### src/rtl/spi_xfer_ctrl.sv
// spi_xfer_ctrl: round-robin sequencer sharing one SPI shift engine.
// Loads the engine, frames slave selects, starts and supervises transfers.
module spi_xfer_ctrl #(
    parameter int NREQ     = 2,
    parameter int SS_W     = 8,
    parameter int CS_SETUP = 2,
    parameter int CS_HOLD  = 2,
    parameter int WD_CYC   = 8
) (
    input  logic                 i_clk,
    input  logic                 i_rst_n,
    input  logic [NREQ-1:0]      i_req,
    input  logic [NREQ*32-1:0]   i_req_data,
    input  logic [NREQ*5-1:0]    i_req_len,
    input  logic [NREQ*SS_W-1:0] i_req_ss,
    input  logic                 i_lsb,
    input  logic                 i_tip,
    input  logic [31:0]          i_eng_rdata,
    output logic [3:0]           o_latch,
    output logic [3:0]           o_byte_sel,
    output logic [31:0]          o_eng_wdata,
    output logic [4:0]           o_len,
    output logic                 o_lsb,
    output logic                 o_go,
    output logic [SS_W-1:0]      o_ss_n,
    output logic [NREQ-1:0]      o_gnt,
    output logic [NREQ-1:0]      o_done,
    output logic [NREQ-1:0]      o_err,
    output logic [31:0]          o_rdata,
    output logic                 o_busy
);

    localparam int IW = $clog2(NREQ);
    localparam int CW = $clog2(WD_CYC + 16) + 1;

    typedef enum logic [2:0] {
        IDLE, LOAD, SETUP, GO, WSTART, WDONE, CAPT, HOLD
    } state_t;

    state_t          state, state_nx;
    logic [CW-1:0]   cnt, cnt_nx;
    logic [IW-1:0]   own, own_nx;
    logic [IW-1:0]   idx, pick;
    logic            found;
    logic [31:0]     p_data;
    logic [4:0]      p_len;
    logic [SS_W-1:0] p_ss;

    logic [3:0]      latch_nx, bsel_nx;
    logic [31:0]     wdata_nx, rdata_nx;
    logic [4:0]      len_nx;
    logic            go_nx, busy_nx;
    logic [SS_W-1:0] ssn_nx;
    logic [NREQ-1:0] gnt_nx, done_nx, err_nx;

    assign o_lsb = i_lsb;

    // Round-robin search starting after the last owner, plus its request fields.
    always_comb begin
        found  = 1'b0;
        pick   = own;
        idx    = '0;
        p_data = '0;
        p_len  = '0;
        p_ss   = '0;
        for (int i = 1; i <= NREQ; i++) begin
            idx = IW'((int'(own) + i) % NREQ);
            if (!found && i_req[idx]) begin
                found = 1'b1;
                pick  = idx;
            end
        end
        for (int k = 0; k < NREQ; k++) begin
            if (IW'(k) == pick) begin
                p_data = i_req_data[k*32 +: 32];
                p_len  = i_req_len[k*5 +: 5];
                p_ss   = i_req_ss[k*SS_W +: SS_W];
            end
        end
    end

    // State register.
    always_ff @(posedge i_clk or negedge i_rst_n) begin
        if (!i_rst_n) state <= IDLE;
        else          state <= state_nx;
    end

    // Next state and next values of the registered outputs.
    always_comb begin
        state_nx = state;
        cnt_nx   = cnt + CW'(1);
        own_nx   = own;
        latch_nx = '0;
        bsel_nx  = '0;
        go_nx    = 1'b0;
        gnt_nx   = '0;
        done_nx  = '0;
        err_nx   = '0;
        wdata_nx = o_eng_wdata;
        len_nx   = o_len;
        ssn_nx   = o_ss_n;
        rdata_nx = o_rdata;
        unique case (state)
            IDLE: begin
                if (found) begin
                    state_nx = LOAD;
                    own_nx   = pick;
                    gnt_nx   = NREQ'(1) << pick;
                    latch_nx = 4'b0001;
                    bsel_nx  = 4'hF;
                    wdata_nx = p_data;
                    len_nx   = p_len;
                    ssn_nx   = ~p_ss;
                end
            end
            LOAD: begin
                state_nx = SETUP;
                cnt_nx   = '0;
            end
            SETUP: begin
                if (cnt == CW'(CS_SETUP - 1)) begin
                    state_nx = GO;
                    go_nx    = 1'b1;
                    cnt_nx   = '0;
                end
            end
            GO: begin
                state_nx = WSTART;
            end
            WSTART: begin
                if (i_tip) begin
                    state_nx = WDONE;
                end else if (cnt == CW'(WD_CYC - 1)) begin
                    state_nx = HOLD;
                    err_nx   = NREQ'(1) << own;
                    cnt_nx   = '0;
                end
            end
            WDONE: begin
                if (!i_tip) state_nx = CAPT;
            end
            CAPT: begin
                state_nx = HOLD;
                rdata_nx = i_eng_rdata;
                done_nx  = NREQ'(1) << own;
                cnt_nx   = '0;
            end
            HOLD: begin
                if (cnt == CW'(CS_HOLD)) begin
                    state_nx = IDLE;
                    ssn_nx   = '1;
                end
            end
        endcase
        busy_nx = (state_nx != IDLE);
    end

    // Registered outputs and transaction bookkeeping.
    always_ff @(posedge i_clk or negedge i_rst_n) begin
        if (!i_rst_n) begin
            cnt         <= '0;
            own         <= IW'(NREQ - 1);
            o_latch     <= '0;
            o_byte_sel  <= '0;
            o_eng_wdata <= '0;
            o_len       <= '0;
            o_go        <= 1'b0;
            o_ss_n      <= '1;
            o_gnt       <= '0;
            o_done      <= '0;
            o_err       <= '0;
            o_rdata     <= '0;
            o_busy      <= 1'b0;
        end else begin
            cnt         <= cnt_nx;
            own         <= own_nx;
            o_latch     <= latch_nx;
            o_byte_sel  <= bsel_nx;
            o_eng_wdata <= wdata_nx;
            o_len       <= len_nx;
            o_go        <= go_nx;
            o_ss_n      <= ssn_nx;
            o_gnt       <= gnt_nx;
            o_done      <= done_nx;
            o_err       <= err_nx;
            o_rdata     <= rdata_nx;
            o_busy      <= busy_nx;
        end
    end

endmodule

### config.mk
export PLATFORM = sky130hd
export DESIGN_NAME = spi_xfer_ctrl
export DESIGN_NICKNAME = d
export VERILOG_FILES = /design/src/rtl/spi_xfer_ctrl.sv
export SDC_FILE = /design/constraint.sdc
export NUM_CORES = 1
export LEC_CHECK = 0
export CORE_MARGIN = 8
export CORE_UTILIZATION = 44
export CTS_BUF_LIST = sky130_fd_sc_hd__clkbuf_4
export CTS_CLUSTER_SIZE = 16
export DETAILED_ROUTE_END_ITERATION = 8
export PLACE_DENSITY = 0.88
export SYNTH_ARGS = -nofsm -noshare
export SYNTH_HDL_FRONTEND = slang
export SYNTH_SLANG_ARGS = --single-unit
### constraint.sdc
create_clock -name i_clk -period 3 [get_ports i_clk]
set_input_delay 0.6 -clock i_clk [delete_from_list [all_inputs] [get_ports i_clk]]
set_output_delay 0.6 -clock i_clk [all_outputs]
set_load 0.01 [all_outputs]
==> run_results.csv <==
group,metric,value,unit
outcome,result_of_the_run,"finished, final reports clean",
critical_path,setup.worst_path.end_class,"primary output",
global_routing,grt_pass1_wl,19.3,mm
detailed_routing,drt_wl_total,12.7,mm
global_routing,grtUsageTotal,19.0,%
power_and_ir_drop,total_switching_power,1.94,mW
timing,timing.final.setup_violations,0,
floorplan,floorplan.die.height,114,µm
detailed_routing,detail_route.iter0.violations,123,
power_and_ir_drop,proportion_of_power_drawn_by_flip_flops_and_latches,38.9,%
detailed_routing,via_count,3392,
clock_network,cts_sinks,96,
yosys,synth_most_common_cell,"dfrtp_1",
floorplan,rows,35,
clock_network,clock_latency_reported_for_the_late_side_of_the_worst_skew_pair,0.40,ns
placed_design,gp_congestion,0.830,
critical_path,reg2reg_setup_slack,1.22,ns
placed_design,place_hpwl,9.94,mm
floorplan,die_area,12900,µm²
timing,min_period_over_period,70.6,%
cells_and_area,final_design_instance_area_without_fill,6590,µm²
timing,final_max_slew_viol_count,0,
yosys,synth_area,4210,µm²
cells_and_area,drive_above_1_share,12.2,%
clock_network,tritoncts,"built",
critical_path,critPathArrivalTime,1.52,ns
timing,final.setup.tns,0,ns
yosys,yosysWarnings,0,
timing,max_clock_freq,472,MHz
power_and_ir_drop,pwr_density_cell,894,nW/µm²
cells_and_area,diodes,0,
floorplan,floorplan.io_pins,222,
clock_network,cts_resized,0,
critical_path,timing.critical_path.from_type,"flip-flop",
timing,setup_slack,0.882,ns
power_and_ir_drop,internal_power,3.95,mW
critical_path,worstPathMaxFanout,2,
power_and_ir_drop,p_leak,2.87,nW
placed_design,dp_worst_setup_slack,0.777,ns
timing,fin_worst_skew,0.0178,ns
clock_network,cts_buffers,9,
yosys,synth.largest_area_cell,"dfrtp_1",
detailed_routing,detail-route-antenna-nets,0,
cells_and_area,layout.cells.non_filler,686,
critical_path,timing.critical_path.required,2.40,ns
hold_path,hold_class,"in -> async",
timing,relSlewSlack,45.9,%
detailed_routing,detailedRoute.firstPassIterationCount,4,
yosys,synth_top_cell_area_share,51.8,%
global_routing,grt_remaining_overflow,0,
global_routing,first_global_vias,3644,
critical_path,worstPathBufferInverterCount,1,
power_and_ir_drop,switching_share,32.9,%
detailed_routing,drc,0,
placed_design,place.detailed.instances,670,
power_and_ir_drop,pwr-share-comb,48.0,%
cells_and_area,final_core_util,71.3,%
cells_and_area,final_net_count,683,
power_and_ir_drop,clock_power_share,13.1,%
critical_path,critical_path.top_delay_family,"buffers and inverters",
critical_path,timing.critical_path.slowest_cell_delay,0.57,ns
clock_network,clk_path_buf_depth,2,
floorplan,initial_core_util,45.5,%
clock_network,clock_root_buffer,"clkbuf_4",
yosys,synth.lib_cells_used.distinct,42,
floorplan,die_w,114,µm
clock_network,clk_pin_slew,0.14,ns
run,maxCapViolCount,0,
timing,grt_setup_unrepaired,"no",
clock_network,cts.htree.levels,3,
cells_and_area,area_growth,56.7,%
detailed_routing,final_routed_wire_length_divided_by_cell_count,18.5,µm
yosys,synth.top_cells.by_count,"87 x dfrtp_1, 45 x mux2i_1, 41 x nand2_1, 34 x o21ai_0, 32 x mux2_2",
global_routing,grt_start_max_net_pins,65,
detailed_routing,route.detailed.vias_per_inst,4.94,
yosys,synth.avg_cell_area,12.2,µm²
critical_path,crit_path_top_delay_cell,"clkdlybuf4s50_1",
power_and_ir_drop,total_power,5.89,mW
yosys,number_of_enable_flip_flop_cells_after_synthesis,0,
yosys,synthTopCellsByArea,"dfrtp_1 52%, mux2i_1 11%, mux2_2 8.6%, dfstp_2 5.6%, o21ai_0 4.0%",
timing,timing_hold_violations_final,0,
placed_design,postPlaceCellArea,6430,µm²
placed_design,portBuffers,216,
yosys,asyncSetResetFlopFracSynth,100,%
critical_path,r2r_start,"state[2]",
yosys,yosys_most_used_dff,"dfrtp_1",
yosys,ys_seq_elements,96,
critical_path,critPathKind,"reg -> out",
clock_network,cts.repair_timing.setup_buffer_count,0,
yosys,instance_count_of_the_mapped_netlist,346,
timing,worst_pin_slew,0.811,ns
global_routing,antenna_found_initial,0,
timing,final.min_clock_period,2.12,ns
floorplan,core_area,9240,µm²
critical_path,cp_cell_sequence,"clkdlybuf4s50_1",
timing,fin_worst_hold_slack,0.257,ns
clock_network,postCtsHoldBufs,0,
critical_path,setup.worst_path.start,"o_ss_n[6]",
yosys,synth_seq_area_share,57.4,%
power_and_ir_drop,irDropWorstVdd,0.483,mV
==> sequential cells by signal, summed over array words and instances, names as in the netlist <==
| signal | cells |
|---|---|
| o_eng_wdata | 32 |
| o_busy | 1 |
| o_ss_n | 8 |
| own | 1 |
| o_go | 1 |
| o_err | 2 |
| o_byte_sel | 1 |
| o_gnt | 2 |
| o_done | 2 |
| o_len | 5 |
| state | 3 |
| cnt | 6 |
| o_rdata | 32 |
==> cells by family after synthesis <==
logic type	after synthesis	synth area share (%)
buffers and inverters	33	4.73
AOI/OAI and AO/OA	58	8.45
other	1	0.0892
muxes	77	19.3
and+or+nand+nor	74	8.33
adders and majority gates	3	0.893
xor gates and xnor gates	4	0.833
DFF	96	57.4
==> area by class of cell <==
class,instances,area [µm²]
inverters,4,15.0
clock buffers,12,90.1
multi-input cells,219,1620
repair buffers,222,2220
well taps,129,161
flip-flops and latches,96,2410
clock inverters,4,71.3
fillers,679,2650
==> power groups by stage <==
stage | clock network, mW | registers (mW) | logic, mW
floorplan | 0 | 2.51 | 1.11
global placement | 0 | 2.28 | 2.80
detailed placement | 0 | 2.32 | 2.87
CTS | 0.802 | 2.29 | 2.88
global route | 0.848 | 2.37 | 3.03
finish | 0.772 | 2.29 | 2.83
==> cells in the final DEF (no fill, tap or decap), types with 2 or more instances in the layout <==
| cell | instances |
|---|---|
| clkbuf_4 | 12 |
| a21oi_1 | 2 |
| nor3_1 | 2 |
| mux2_2 | 32 |
| o21ai_4 | 2 |
| conb_1 | 3 |
| bufinv_16 | 2 |
| and2_1 | 3 |
| o22a_1 | 8 |
| dfrtp_1 | 87 |
| xnor2_1 | 2 |
| nand2_1 | 41 |
| and3_1 | 2 |
| ha_1 | 3 |
| o21ai_0 | 33 |
| o21ai_1 | 4 |
| dfstp_2 | 9 |
| mux2i_1 | 45 |
| nor2b_1 | 3 |
| clkdlybuf4s50_1 | 215 |
| xor2_1 | 2 |
| nor2_1 | 10 |
| inv_1 | 4 |
| buf_4 | 6 |
| a21o_1 | 2 |
| nand3_1 | 3 |
==> path summary, 6_finish.rpt <==
kind,end,cells after the start
setup / recovery,o_ss_n[6],1
hold / removal,o_rdata[10],1
setup reg to reg,cnt[3],5
hold reg to reg,o_eng_wdata[31],2
max in group asynchronous,o_rdata[30],2
min in group i_clk,o_eng_wdata[31],2
==> routing by layer <==
metal	vias to the layer above	share of wire, %	global-route usage, %
li1	1607	-	-
met5	-	0	0
met2	141	51	33.8
met1	1638	37	20.0
met3	6	11	8.29
met4	0	0.65	4.97
No activity file was read; power rests on OpenSTA's default activity.
